==> src/rtl/core_fetch_queue.sv <==
// core_fetch_queue: in-order instruction fetch front end with response FIFO and redirect flush.
// Optional FETCH_PERF_CNT_EN adds saturating starvation and redirect counters.
module core_fetch_queue #(
  parameter int          DEPTH           = 4,
  parameter int          MAX_OUTSTANDING = 2,
  parameter logic [63:0] RESET_PC        = 64'h0000_0000_0040_0000
) (
  input  logic        clock,
  input  logic        reset,
  output logic        imem_req,
  output logic [63:0] imem_addr,
  input  logic        imem_gnt,
  input  logic        imem_rvalid,
  input  logic [31:0] imem_rdata,
  input  logic        redirect_valid,
  input  logic [63:0] redirect_pc,
  input  logic        stall,
  output logic        out_valid,
  output logic [63:0] out_pc,
  output logic [63:0] out_pc4,
  output logic [31:0] out_inst
`ifdef FETCH_PERF_CNT_EN
  ,
  output logic [31:0] perf_starve_cycles,
  output logic [31:0] perf_redirects
`endif
);
  localparam int AW = $clog2(DEPTH);
  localparam int CW = $clog2(DEPTH + 1);
  localparam int SW = MAX_OUTSTANDING > 1 ? $clog2(MAX_OUTSTANDING) : 1;
  localparam int IW = $clog2(MAX_OUTSTANDING + 1);
  logic [63:0]   fetch_pc;
  logic [CW-1:0] count;
  logic [IW-1:0] inflight, drop_cnt;
  logic [AW-1:0] head, tail;
  logic [SW-1:0] s_head, s_tail;
  logic [63:0]   q_pc   [DEPTH];
  logic [31:0]   q_inst [DEPTH];
  logic [63:0]   s_pc   [MAX_OUTSTANDING];
  logic [63:0]   target;
  logic          gnt, rsp, push, pop;
  int            free;
  function automatic logic [SW-1:0] s_inc(input logic [SW-1:0] p);
    return (int'(p) == MAX_OUTSTANDING - 1) ? '0 : p + 1'b1;
  endfunction
  // Live in-flight responses already own a FIFO slot; dropped ones do not.
  always_comb begin
    free      = DEPTH - int'(count) - (int'(inflight) - int'(drop_cnt));
    imem_req  = reset && !redirect_valid && free > 0 && int'(inflight) < MAX_OUTSTANDING;
    imem_addr = fetch_pc;
    target    = redirect_pc & ~64'd3;
    gnt       = imem_req && imem_gnt;
    rsp       = imem_rvalid && inflight != '0;
    push      = rsp && !redirect_valid && drop_cnt == '0;
    out_valid = count != '0;
    pop       = out_valid && !stall && !redirect_valid;
    out_pc    = out_valid ? q_pc[head] : '0;
    out_pc4   = out_valid ? q_pc[head] + 64'd4 : '0;
    out_inst  = out_valid ? q_inst[head] : '0;
  end
  always_ff @(posedge clock or negedge reset) begin
    if (!reset) begin
      fetch_pc <= RESET_PC;
      count    <= '0;
      inflight <= '0;
      drop_cnt <= '0;
      head     <= '0;
      tail     <= '0;
      s_head   <= '0;
      s_tail   <= '0;
    end else if (redirect_valid) begin
      fetch_pc <= target;
      count    <= '0;
      head     <= '0;
      tail     <= '0;
      inflight <= inflight - IW'(rsp);
      drop_cnt <= inflight - IW'(rsp);
      if (rsp) s_head <= s_inc(s_head);
    end else begin
      if (gnt) fetch_pc <= fetch_pc + 64'd4;
      inflight <= inflight + IW'(gnt) - IW'(rsp);
      if (rsp && drop_cnt != '0) drop_cnt <= drop_cnt - 1'b1;
      count <= count + CW'(push) - CW'(pop);
      if (push) tail <= tail + 1'b1;
      if (pop) head <= head + 1'b1;
      if (gnt) s_tail <= s_inc(s_tail);
      if (rsp) s_head <= s_inc(s_head);
    end
  end
  // Storage needs no reset: every read is gated by count or inflight.
  always_ff @(posedge clock) begin
    if (push) begin
      q_pc[tail]   <= s_pc[s_head];
      q_inst[tail] <= imem_rdata;
    end
    if (gnt) s_pc[s_tail] <= fetch_pc;
  end
`ifdef FETCH_PERF_CNT_EN
  always_ff @(posedge clock or negedge reset) begin
    if (!reset) begin
      perf_starve_cycles <= '0;
      perf_redirects     <= '0;
    end else begin
      if (!out_valid && !redirect_valid && perf_starve_cycles != '1)
        perf_starve_cycles <= perf_starve_cycles + 1'b1;
      if (redirect_valid && perf_redirects != '1)
        perf_redirects <= perf_redirects + 1'b1;
    end
  end
`endif
endmodule
==> config.mk <==
export PLATFORM = sky130hd
export DESIGN_NAME = core_fetch_queue
export DESIGN_NICKNAME = d
export VERILOG_FILES = /design/src/rtl/core_fetch_queue.sv
export SDC_FILE = /design/constraint.sdc
export NUM_CORES = 1
export LEC_CHECK = 0
export ABC_CLOCK_PERIOD_IN_PS = 6500
export BUFFER_PORTS_ARGS = -buffer_cell sky130_fd_sc_hd__buf_4
export CAP_MARGIN = 20
export CORE_ASPECT_RATIO = 0.6
export CORE_UTILIZATION = 45
export DETAILED_ROUTE_END_ITERATION = 12
export HOLD_SLACK_MARGIN = 0.1
export SYNTH_ARGS = -nofsm -noshare
export SYNTH_HDL_FRONTEND = slang
export SYNTH_SLANG_ARGS = --single-unit
==> constraint.sdc <==
create_clock -name clock -period 6.5 [get_ports clock]
set_input_delay 0.325 -clock clock [delete_from_list [all_inputs] [get_ports clock]]
set_output_delay 0.325 -clock clock [all_outputs]
set_load 0.02 [all_outputs]
==> key figures, run 1 <==
Clock network
  • Clk sink count: 575
  • Worst-case clock buffer depth: 3
  • H-tree Lvls: 2
  • Clk_lat worst skew: 0.58 ns
  • Postcts setup bufs: 0
  • Post-CTS resize count: 0
  • TritonCTS clock tree: done
  • Clk root buf: clkbuf_16
  • Reg clk slew, reported paths: 0.07 ns
  • TritonCTS buffer count: 52

Worst setup path
  • Delay-heaviest family, CP: simple AND/OR/NAND/NOR gates
  • CP Class: flop to output port
  • Worst Path Buf+Inv: 2
  • Crit path launch type: flop
  • CP Max Fanout: 28
  • CP peak stage delay: 0.83 ns
  • Most common cell on crit path: buf_4
  • Critical Path RT: 6.17 ns
  • Worst path slowest cell: dfrtp_4
  • Worst-path cell chain: buf_4 > mux4_2 > nand4_2 > or2_0 > or3_1 > nor4_1 > mux2_2 > buf_4
  • Setup crit end kind: output port
  • Worst Path Arrival: 4.57 ns

Floorplan
  • Row count: 66
  • DIE WIDTH: 307 um
  • I/O pins: 328
  • Chip Height: 185 um
  • Core Area: 54700 um2
  • Initial Util: 46.0%
  • Die ar.: 56900 um2

Final layout
  • Area Growth Syn to Fin: 22.7%
  • Commonest non-fill, non-tap cells in the layout: edfxtp_1 (500), buf_4 (339), nand2_1 (118)
  • Final std cell area, no fill: 30900 um2
  • Commonest non-fill, non-tap cell in the layout: edfxtp_1
  • Layout cells sized above 1: 29.2%
  • Final net count: 2164

Synth
  • Mapped Cells: 1625
  • Asr flop ratio synth: 13.0%
  • Synthesized area: 25200 um2
  • Post-synthesis compound-gate area fraction: 3.51%
  • Ys flop type: edfxtp_1
  • Share of the synthesized area in the top cell type: 59.6%
  • Number of enable flip-flop cells after synthesis: 500
  • Biggest area consumer among synthesized cells: edfxtp_1
  • Yosys warns: 0
  • Register area share after synthesis: 67.1%
  • Unique cell type count in the Yosys netlist: 57
  • Top post-synthesis cells by area: edfxtp_1 (60%), mux4_2 (7.7%), dfrtp_1 (7.4%), mux2_2 (2.9%), and2_1 (2.5%)
  • Main combinational cell family by area after synthesis: multiplexers
  • Mux cell area share after synthesis: 11.5%
  • Mean Syn Cell Area: 15.5 um2
  • Post-Synth Adder-Cell Area: 1.23%
  • Post-Synth Simple-Gate Area: 11.2%
  • Synth Area in XOR/XNOR: 2.82%
  • FF+latch count, synth: 575

Detailed routing
  • WL/cell: 23.3 um
  • DRC Markers: 0
  • DR vias/cell: 5.51
  • Vias: 15.6k
  • Final antenna-violating net count: 0
  • Iteration-0 DRC Markers: 1461
  • Drt total wl: 65.9 mm
  • 1st-pass router iterations: 5

STA
  • Final hold vios: 0
  • RSZ-0062 raised after global routing: no
  • Setup TNS Final: 0 ns
  • Slew headroom: 25.8%
  • Period utilization: 75.2%
  • Final setup fails: 0
  • Max Freq: 204 MHz
  • Fin crit period: 4.89 ns
  • Actual slew at the worst max-slew pin: 1.11 ns
  • Slew Viols, Final: 0
  • WHS: 0.147 ns
  • Worst-case clock skew: 0.0204 ns

Global routing
  • Vias in the first global route: 15.0k
  • Number of antenna violations at the first check in global routing: 1
  • Tot GR Track Use: 22.9%
  • Gr ovfl total: 0
  • First-pass GRT wire length: 96.7 mm
  • Largest net degree at the start of global routing: 77

Hold path
  • Hold Crit Class: primary input to asynchronous set/reset pin

Placed design
  • Placed cell area: 28200 um2
  • Final GP Congestion: 0.877
  • I/O Buffers: 319
  • Detail Placement HPWL: 43.8 mm

Pwr
  • Static leakage: 10.9 nW
  • Power Density: 405 nW/um2
  • Peak VDD IR: 0.000251 V
  • Switching Share: 35.5%
  • Combinational power share: 38.0%
  • Clk network pwr share: 24.3%
  • Sequential share of power: 37.7%
  • Sw power: 4.44 mW
  • Internal cell power: 8.06 mW
  • Final Power: 12.5 mW

Run
  • Max-Cap Viols: 0

Outcome
  • Outcome: completed
## registers in the layout, indices dropped and copies added, names as in the netlist
signal	flops
count	3
drop_cnt	2
head	2
imem_addr	62
inflight	2
q_inst	128
q_pc	248
s_head	1
s_pc	124
s_tail	1
tail	2
## cell usage after synthesis (44+ instances only)
cell and n:
mux2_2 64, nor2_1 96, dfrtp_1 74, o21ai_0 72, inv_1 44, and2_1 100, xnor2_1 44, clkbuf_1 49
mux4_2 86, nand2_1 118, edfxtp_1 500, nand3_1 49
## area by class of cell
| class | count | area, um2 |
|---|---|---|
| fill | 4407 | 23800 |
| clock inverter | 29 | 287 |
| multi-input combinational | 928 | 7660 |
| sequential | 575 | 16900 |
| clock buffer | 62 | 1360 |
| inverter | 45 | 169 |
| tap | 748 | 936 |
| timing repair buffer | 437 | 3560 |
| antenna | 3 | 7.51 |
## power groups by stage
| stage | registers [mW] | clock network, mW | logic (mW) |
|---|---|---|---|
| 3_5_place_dp | 4.79 | 0 | 4.71 |
| 3_3_place_gp | 4.78 | 0 | 4.66 |
| 5_1_grt | 4.74 | 3.23 | 5.08 |
| 4_1_cts | 4.72 | 3.09 | 4.78 |
| 6_report | 4.72 | 3.03 | 4.75 |
| 2_1_floorplan | 4.69 | 0 | 2.92 |
## final timing paths
path                       slack, ns         from            end  depth (start not counted)
min in group clock              0.15        stall        head[0]                          4
min                             0.15        reset    inflight[1]                          2
max reg2reg                     1.90  inflight[0]    s_pc[0][30]                         13
min reg2reg                     0.54       s_tail         s_tail                          1
max in group asynchronous       5.72        reset  imem_addr[22]                          3
max                             1.61      head[0]    out_pc4[60]                          8
## per-stage QoR
step	std cells	setup WS [ns]	utilization, %
2_1_floorplan	1630	0.908	-
3_3_place_gp	2636	1.96	51.6
3_5_place_dp	2636	1.95	51.6
4_1_cts	2822	1.52	56.4
5_1_grt	2824	1.32	56.5
6_report	2827	1.61	56.5
## routing by layer
metal	wire length, um	global-route usage (%)	vias to the layer above
li1	-	-	7034
met4	1190	5.13	0
met5	0	0	-
met2	27700	32.0	508
met1	32400	36.8	7962
met3	4560	4.34	80
## repair_timing
action	CTS	global route
endpoints found under the setup margin	0	0
hold endpoints to repair	264	0
hold buffers	95	0
## worst reg2reg max path: cells and delay by family, from the launching register on
family	cells	cell delay (ns)
AOI/OAI and AO/OA	2	0.43
buffers and inverters	5	1.47
adders and majority gates	3	0.91
DFF	1	0.40
and+or+nand+nor	3	0.96
## cell families after synthesis
logic type      count (synthesis)
simple gates                  508
fa+ha+maj                      23
xor+xnor                       81
other cells                     1
buf+inv                       127
mux                           161
flops                         575
compound gates                149
Power figures use the tool's default switching activity.
==> inputs of run 2 (changes only) <==
ABC_AREA = 1   (was unset)
ABC_CLOCK_PERIOD_IN_PS = 4100   (was 6500)
PLACE_DENSITY = 0.67   (was unset)
clock period = 4.1 ns   (was 6.5 ns; I/O delays follow)
==> run 2 against run 1 <==
Die area is 9.6% higher. Critical path type unchanged. Register-to-register slack lost 1.4 ns. Sequential power is 67% higher.
==> key figures, run 2 <==
Outcome
  • Outcome: completed

STA
  • Final setup fails: 0
  • RSZ-0062 raised after global routing: no
  • Final hold vios: 0
  • Max Freq: 252 MHz
  • Slew headroom: 39.6%
  • Actual slew at the worst max-slew pin: 0.906 ns
  • Period utilization: 96.9%
  • Fin crit period: 3.97 ns
  • Worst-case clock skew: 0.0267 ns
  • Slew Viols, Final: 0

Synth
  • Unique cell type count in the Yosys netlist: 43
  • Asr flop ratio synth: 13.0%
  • FF+latch count, synth: 575
  • Mapped Cells: 2977
  • Number of enable flip-flop cells after synthesis: 500
  • Biggest area consumer among synthesized cells: edfxtp_1
  • Count leader, synth: nand2_1
  • Top post-synthesis cells by area: edfxtp_1 (54%), nand2_1 (14%), dfrtp_1 (6.7%), nor2_1 (6.3%), nand3_1 (3.9%)
  • Synthesized area: 27600 um2
  • Yosys warns: 0
  • Register area share after synthesis: 61.2%
  • Share of the synthesized area in the top cell type: 54.4%
  • Mean Syn Cell Area: 9.28 um2
  • Commonest cells post-synth: nand2_1 (1038), edfxtp_1 (500), nor2_1 (463), nand3_1 (215), inv_1 (146)
  • Ys flop type: edfxtp_1

Clock network
  • Worst-case clock buffer depth: 3
  • Clk root buf: clkbuf_16
  • TritonCTS clock tree: done
  • Reg clk slew, reported paths: 0.06 ns
  • TritonCTS buffer count: 52
  • Clk_lat worst skew: 0.62 ns
  • H-tree Lvls: 2
  • Clk sink count: 575

Final layout
  • Largest register FFs: 248
  • Largest reg by FF count: q_pc
  • Fin cells: 4256
  • Commonest non-fill, non-tap cell in the layout: nand2_1
  • Final net count: 3523
  • Layout cells sized above 1: 15.9%
  • Top Registers: q_pc (248), q_inst (128), s_pc (124)
  • Final-layout fill cell count: 5281
  • Final std cell area, no fill: 33800 um2
  • Commonest non-fill, non-tap cells in the layout: nand2_1 (1034), edfxtp_1 (500), nor2_1 (449)
  • Area Growth Syn to Fin: 22.4%
  • Diodes inserted: 0

Global routing
  • Vias in the first global route: 21.5k
  • First-pass GRT wire length: 134 mm
  • Tot GR Track Use: 28.6%
  • Gr ovfl total: 0
  • Number of antenna violations at the first check in global routing: 2
  • Largest net degree at the start of global routing: 146

Worst setup path
  • Most common cell on crit path: nand2_1
  • Worst r2r src: inflight[0]
  • Delay-heaviest family, CP: simple AND/OR/NAND/NOR gates
  • R2R Path End: inflight[1]
  • Critical Path RT: 3.89 ns
  • Crit path launch type: flop
  • Reg2reg path depth: 17
  • Worst Path Arrival: 3.77 ns
  • Worst-path cell chain: inv_8 > buf_12 > buf_4 > nand2_1 > nand3_1 > nand2_1 > nor2_1 > nand2_1 > nor2_1 > nand2_1 > nor2_1 > nand2_1 > nand2_1 > nand2_1 > nor2_1 > buf_4
  • Crit path depth: 16
  • Worst reg2reg setup slack: 0.52 ns
  • CP Class: flop to output port
  • Setup crit end kind: output port
  • CP startpoint: head[0]
  • Worst path slowest cell: dfrtp_4
  • Worst Path Buf+Inv: 4
  • CP Max Fanout: 38
  • CP peak stage delay: 0.58 ns

Detailed routing
  • Iteration-0 DRC Markers: 2394
  • Vias: 22.6k
  • Final antenna-violating net count: 0
  • 1st-pass router iterations: 8
  • WL/cell: 21.1 um
  • DRC Markers: 0
  • Drt total wl: 89.7 mm
  • DR vias/cell: 5.30

Pwr
  • Power Density: 639 nW/um2
  • Peak VDD IR: 0.000346 V
  • Final Power: 21.6 mW
  • Static leakage: 13.6 nW

Floorplan
  • Initial Util: 46.1%
  • I/O pins: 328
  • Chip Height: 194 um
  • DIE WIDTH: 322 um
  • Die ar.: 62400 um2
  • Core Area: 59900 um2
  • Row count: 69

Hold path
  • Hold endpoint: s_tail
  • Hold path depth: 3
  • Hold Crit Class: primary input to flop
  • Hold Path Origin: imem_gnt

Placed design
  • Placed cell area: 31100 um2
  • Final GP Congestion: 0.982
  • Detail Placement HPWL: 63.9 mm
  • I/O Buffers: 319
  • Post-Place Cells: 4055

Run
  • Max-Cap Viols: 0
-- run 2: cell types whose count changed after synthesis, moves of 28 or more --
cell	change
a21oi_1	+29
and2_1	-98
nand2_1	+920
nand3_1	+166
mux4_2	-86
nor2_1	+367
o21ai_0	+36
inv_1	+102
mux2_2	-64
xnor2_1	-28
-- run 2: worst max path at each step --
| stage | endpoint | slack (ns) |
|---|---|---|
| 2_1_floorplan | q_inst[0][0] | -1.33 |
| 3_3_place_gp | inflight[1] | 0.57 |
| 3_5_place_dp | inflight[1] | 0.52 |
| 4_1_cts | out_pc4[50] | 0.03 |
| 5_1_grt | out_pc4[60] | 0.02 |
| 6_report | out_pc4[60] | 0.13 |
-- run 2: kinds of logic (layout without fill, tap and decap cells) --
| group | Yosys count | after routing | share of synthesized area, % |
|---|---|---|---|
| buf+inv | 277 | 735 | 4.61 |
| xor+xnor | 61 | 61 | 1.93 |
| other cells | 1 | 6 | 0.0136 |
| compound gates | 203 | 203 | 3.98 |
| simple gates | 1837 | 1837 | 27.2 |
| flops | 575 | 575 | 61.2 |
| fa+ha+maj | 23 | 23 | 1.12 |
-- run 2: per-layer routing --
layer	track usage (%)	up-vias	part of all wire (%)
li1	-	10662	-
met1	44.1	10953	47
met2	42.1	842	43
met3	5.30	121	8.4
met4	5.41	0	1.8
met5	0	-	0
-- run 2: area by class of cell --
cell class              instances  area [um2]  share of cell area [%]
well taps                     816        1020                    3.02
inverters                     156         598                    1.77
clock buffers                  64        1370                    4.04
flip-flops and latches        575       16900                    50.0
multi-input cells            2130        9570                    28.3
clock inverters                32         250                   0.740
repair buffers                483        4110                    12.2
-- run 2: worst register-to-register path, delay by kind of cell (launching register included) --
family          cells  cell delay [ns]
fa+ha+maj           5             1.69
compound gates      1             0.16
flops               1             0.39
buf+inv             4             0.26
xor+xnor            3             0.48
simple gates        4             0.51
-- run 2: what timing repair did --
item | CTS | global route
hold endpoints to repair | 213 | 0
buffers inserted | 0 | 5
gates resized for setup | 1 | 17
pin swaps | 0 | 0
endpoints found under the setup margin | 1 | 26
cloned | 0 | 1
hold buffers | 99 | 0
-- run 2: report_power, final --
group	switching, mW	internal, mW	leakage [nW]	total, mW
Sequential	0.620	7.27	5.44	7.89
Clock	2.18	2.51	0.774	4.69
Combinational	6.15	2.89	7.40	9.04
Total	8.95	12.7	13.6	21.6
-- run 2: stage by stage --
step                utilization, %  setup TNS [ns]  setup WS (ns)  hold WS (ns)
finish                        56.4               0          0.127         0.223
CTS                           56.2               0         0.0273         0.202
detailed placement            51.9               0          0.523         0.131
global route                  56.4               0         0.0230         0.240
floorplan                        -         -501.64          -1.33       -0.0906
global placement              51.9               0          0.573         0.125
==> inputs of run 3 (changes only) <==
ABC_CLOCK_PERIOD_IN_PS = 3350   (was 4100)
clock period = 3.35 ns   (was 4.1 ns; I/O delays follow)
==> run 3 against run 2 <==
Design area grew 11%. Via count increased by 6.1%. Critical path depth stayed put.
==> key figures, run 3 (same netlist as run 2, synthesis figures left out) <==
STA
  • Actual slew at the worst max-slew pin: 0.930 ns
  • Setup TNS Final: 0 ns
  • Final WS setup: 0.00114 ns
  • Slew headroom: 37.5%
  • WHS: 0.270 ns
  • Final hold vios: 0
  • Worst-case clock skew: 0.0228 ns
  • Max Freq: 299 MHz
  • RSZ-0062 raised after global routing: yes
  • Final setup fails: 0
  • Period utilization: 100%
  • Slew Viols, Final: 0
  • Fin crit period: 3.35 ns

Detailed routing
  • Final antenna-violating net count: 0
  • 1st-pass router iterations: 6
  • WL/cell: 21.9 um
  • Vias: 24.0k
  • DR vias/cell: 5.43
  • DRC Markers: 0
  • Drt total wl: 96.8 mm
  • Iteration-0 DRC Markers: 2571

Clock network
  • Clk_lat worst skew: 0.65 ns
  • Clk sink count: 575
  • H-tree Lvls: 2
  • TritonCTS clock tree: done
  • Clk root buf: clkbuf_16
  • Worst-case clock buffer depth: 3
  • Reg clk slew, reported paths: 0.07 ns
  • TritonCTS buffer count: 54

Global routing
  • GRT met1 Usage: 44.8%
  • Met3 Usage GRT: 7.62%
  • M2 GR Usage: 43.4%
  • Vias in the first global route: 22.6k
  • Gr ovfl total: 0
  • Number of antenna violations at the first check in global routing: 0
  • Largest net degree at the start of global routing: 76
  • Tot GR Track Use: 29.9%
  • First-pass GRT wire length: 139 mm
  • Busiest grt layer: met1

Placed design
  • Final GP Congestion: 1.07
  • Dpl ws: 0.221 ns
  • Detail Placement HPWL: 66.9 mm
  • I/O Buffers: 319

Hold path
  • Hold Crit Class: primary input to flop
  • Hold path depth: 2
  • Hold Path Origin: imem_rdata[19]
  • Hold endpoint: q_inst[2][19]

Final layout
  • Layout Utilization: 62.6%
  • Commonest non-fill, non-tap cell in the layout: nand2_1
  • Commonest non-fill, non-tap cells in the layout: nand2_1 (888), edfxtp_1 (500), buf_4 (445)
  • Final net count: 3675
  • Diodes inserted: 0
  • Largest reg by FF count: q_pc
  • Largest register FFs: 248
  • Top Registers: q_pc (248), q_inst (128), s_pc (124)
  • Layout cells sized above 1: 28.8%
  • Area Growth Syn to Fin: 35.9%

Worst setup path
  • Most common cell on crit path: nand2_1
  • Crit path launch type: flop
  • Critical Path RT: 3.18 ns
  • CP Class: flop to output port
  • Worst reg2reg setup slack: 0.15 ns
  • CP Max Fanout: 17
  • Delay-heaviest family, CP: simple AND/OR/NAND/NOR gates
  • Worst Path Buf+Inv: 6
  • CP peak stage delay: 0.50 ns
  • Worst r2r src: inflight[0]
  • Setup crit end kind: output port
  • Worst-path cell chain: buf_12 > clkinv_8 > buf_16 > nand2_1 > nand3_1 > nand2_4 > nor2_2 > nand2_1 > nor2_4 > buf_6 > nand3_4 > nor2_4 > o21ai_2 > nand2_1 > inv_2 > buf_6
  • Worst path slowest cell: dfrtp_4
  • R2R Path End: s_pc[0][12]
  • Reg2reg path depth: 15
  • Worst Path Arrival: 3.18 ns

Floorplan
  • I/O pins: 328
  • Row count: 69
  • DIE WIDTH: 322 um
  • Core Area: 59900 um2
  • Initial Util: 46.1%
  • Die ar.: 62400 um2
  • Chip Height: 194 um

Run
  • Max-Cap Viols: 0

Pwr
  • Final Power: 29.8 mW
  • Peak VDD IR: 0.000557 V
  • Power Density: 793 nW/um2
  • Static leakage: 15.2 nW

Outcome
  • Outcome: completed
run 3: metal layers:
| metal | up-vias | routed length, um |
|---|---|---|
| li1 | 10992 | - |
| met1 | 11782 | 44300 |
| met2 | 1050 | 41300 |
| met3 | 140 | 9350 |
| met4 | 0 | 1940 |
| met5 | - | 0 |
run 3: how the worst max path moves through the flow:
stage | slack (ns) | to | startpoint | cells after the start
6_report | 0.001 | out_pc4[46] | head[0] | 16
5_1_grt | -0.13 | out_pc4[46] | head[0] | 16
4_1_cts | -0.02 | out_pc4[50] | head[0] | 18
3_5_place_dp | 0.22 | inflight[1] | inflight[0] | 17
3_3_place_gp | 0.22 | out_pc4[60] | head[0] | 16
2_1_floorplan | -0.56 | q_inst[0][0] | inflight[1] | 4
run 3: timing repair:
action	in CTS	in global routing
pin swaps	31	128
resized for setup	145	417
setup buffers	32	51
hold buffers	104	0
endpoints found under the setup margin	50	51
hold endpoints to repair	272	0
gates cloned	4	13
run 3: worst register-to-register path, delay by kind of cell (launching register included):
family	cells	cell delay (ns)
adder cells (fa/ha/maj)	3	1.16
AND/OR/NAND/NOR	6	0.44
flip-flops	1	0.40
buffers and inverters	6	0.79
run 3: final cells by class:
class	count	area, um2
tap	816	1020
sequential	575	16900
clock buffer	63	1440
timing repair buffer	631	5770
fill	4917	22400
multi-input combinational	2130	11300
clock inverter	39	414
timing repair inverter	2	32.5
inverter	156	619
run 3: stage by stage:
stage	cells	cell area (um2)
detailed placement	4106	31500
floorplan	2982	27700
CTS	4348	35300
global placement	4106	31500
global route	4412	37500
finish	4412	37500
run 3: power breakdown:
part	switching [mW]	internal, mW
sequential	0.679	8.90
clock	2.85	3.64
combinational	8.79	4.91
total	12.3	17.4
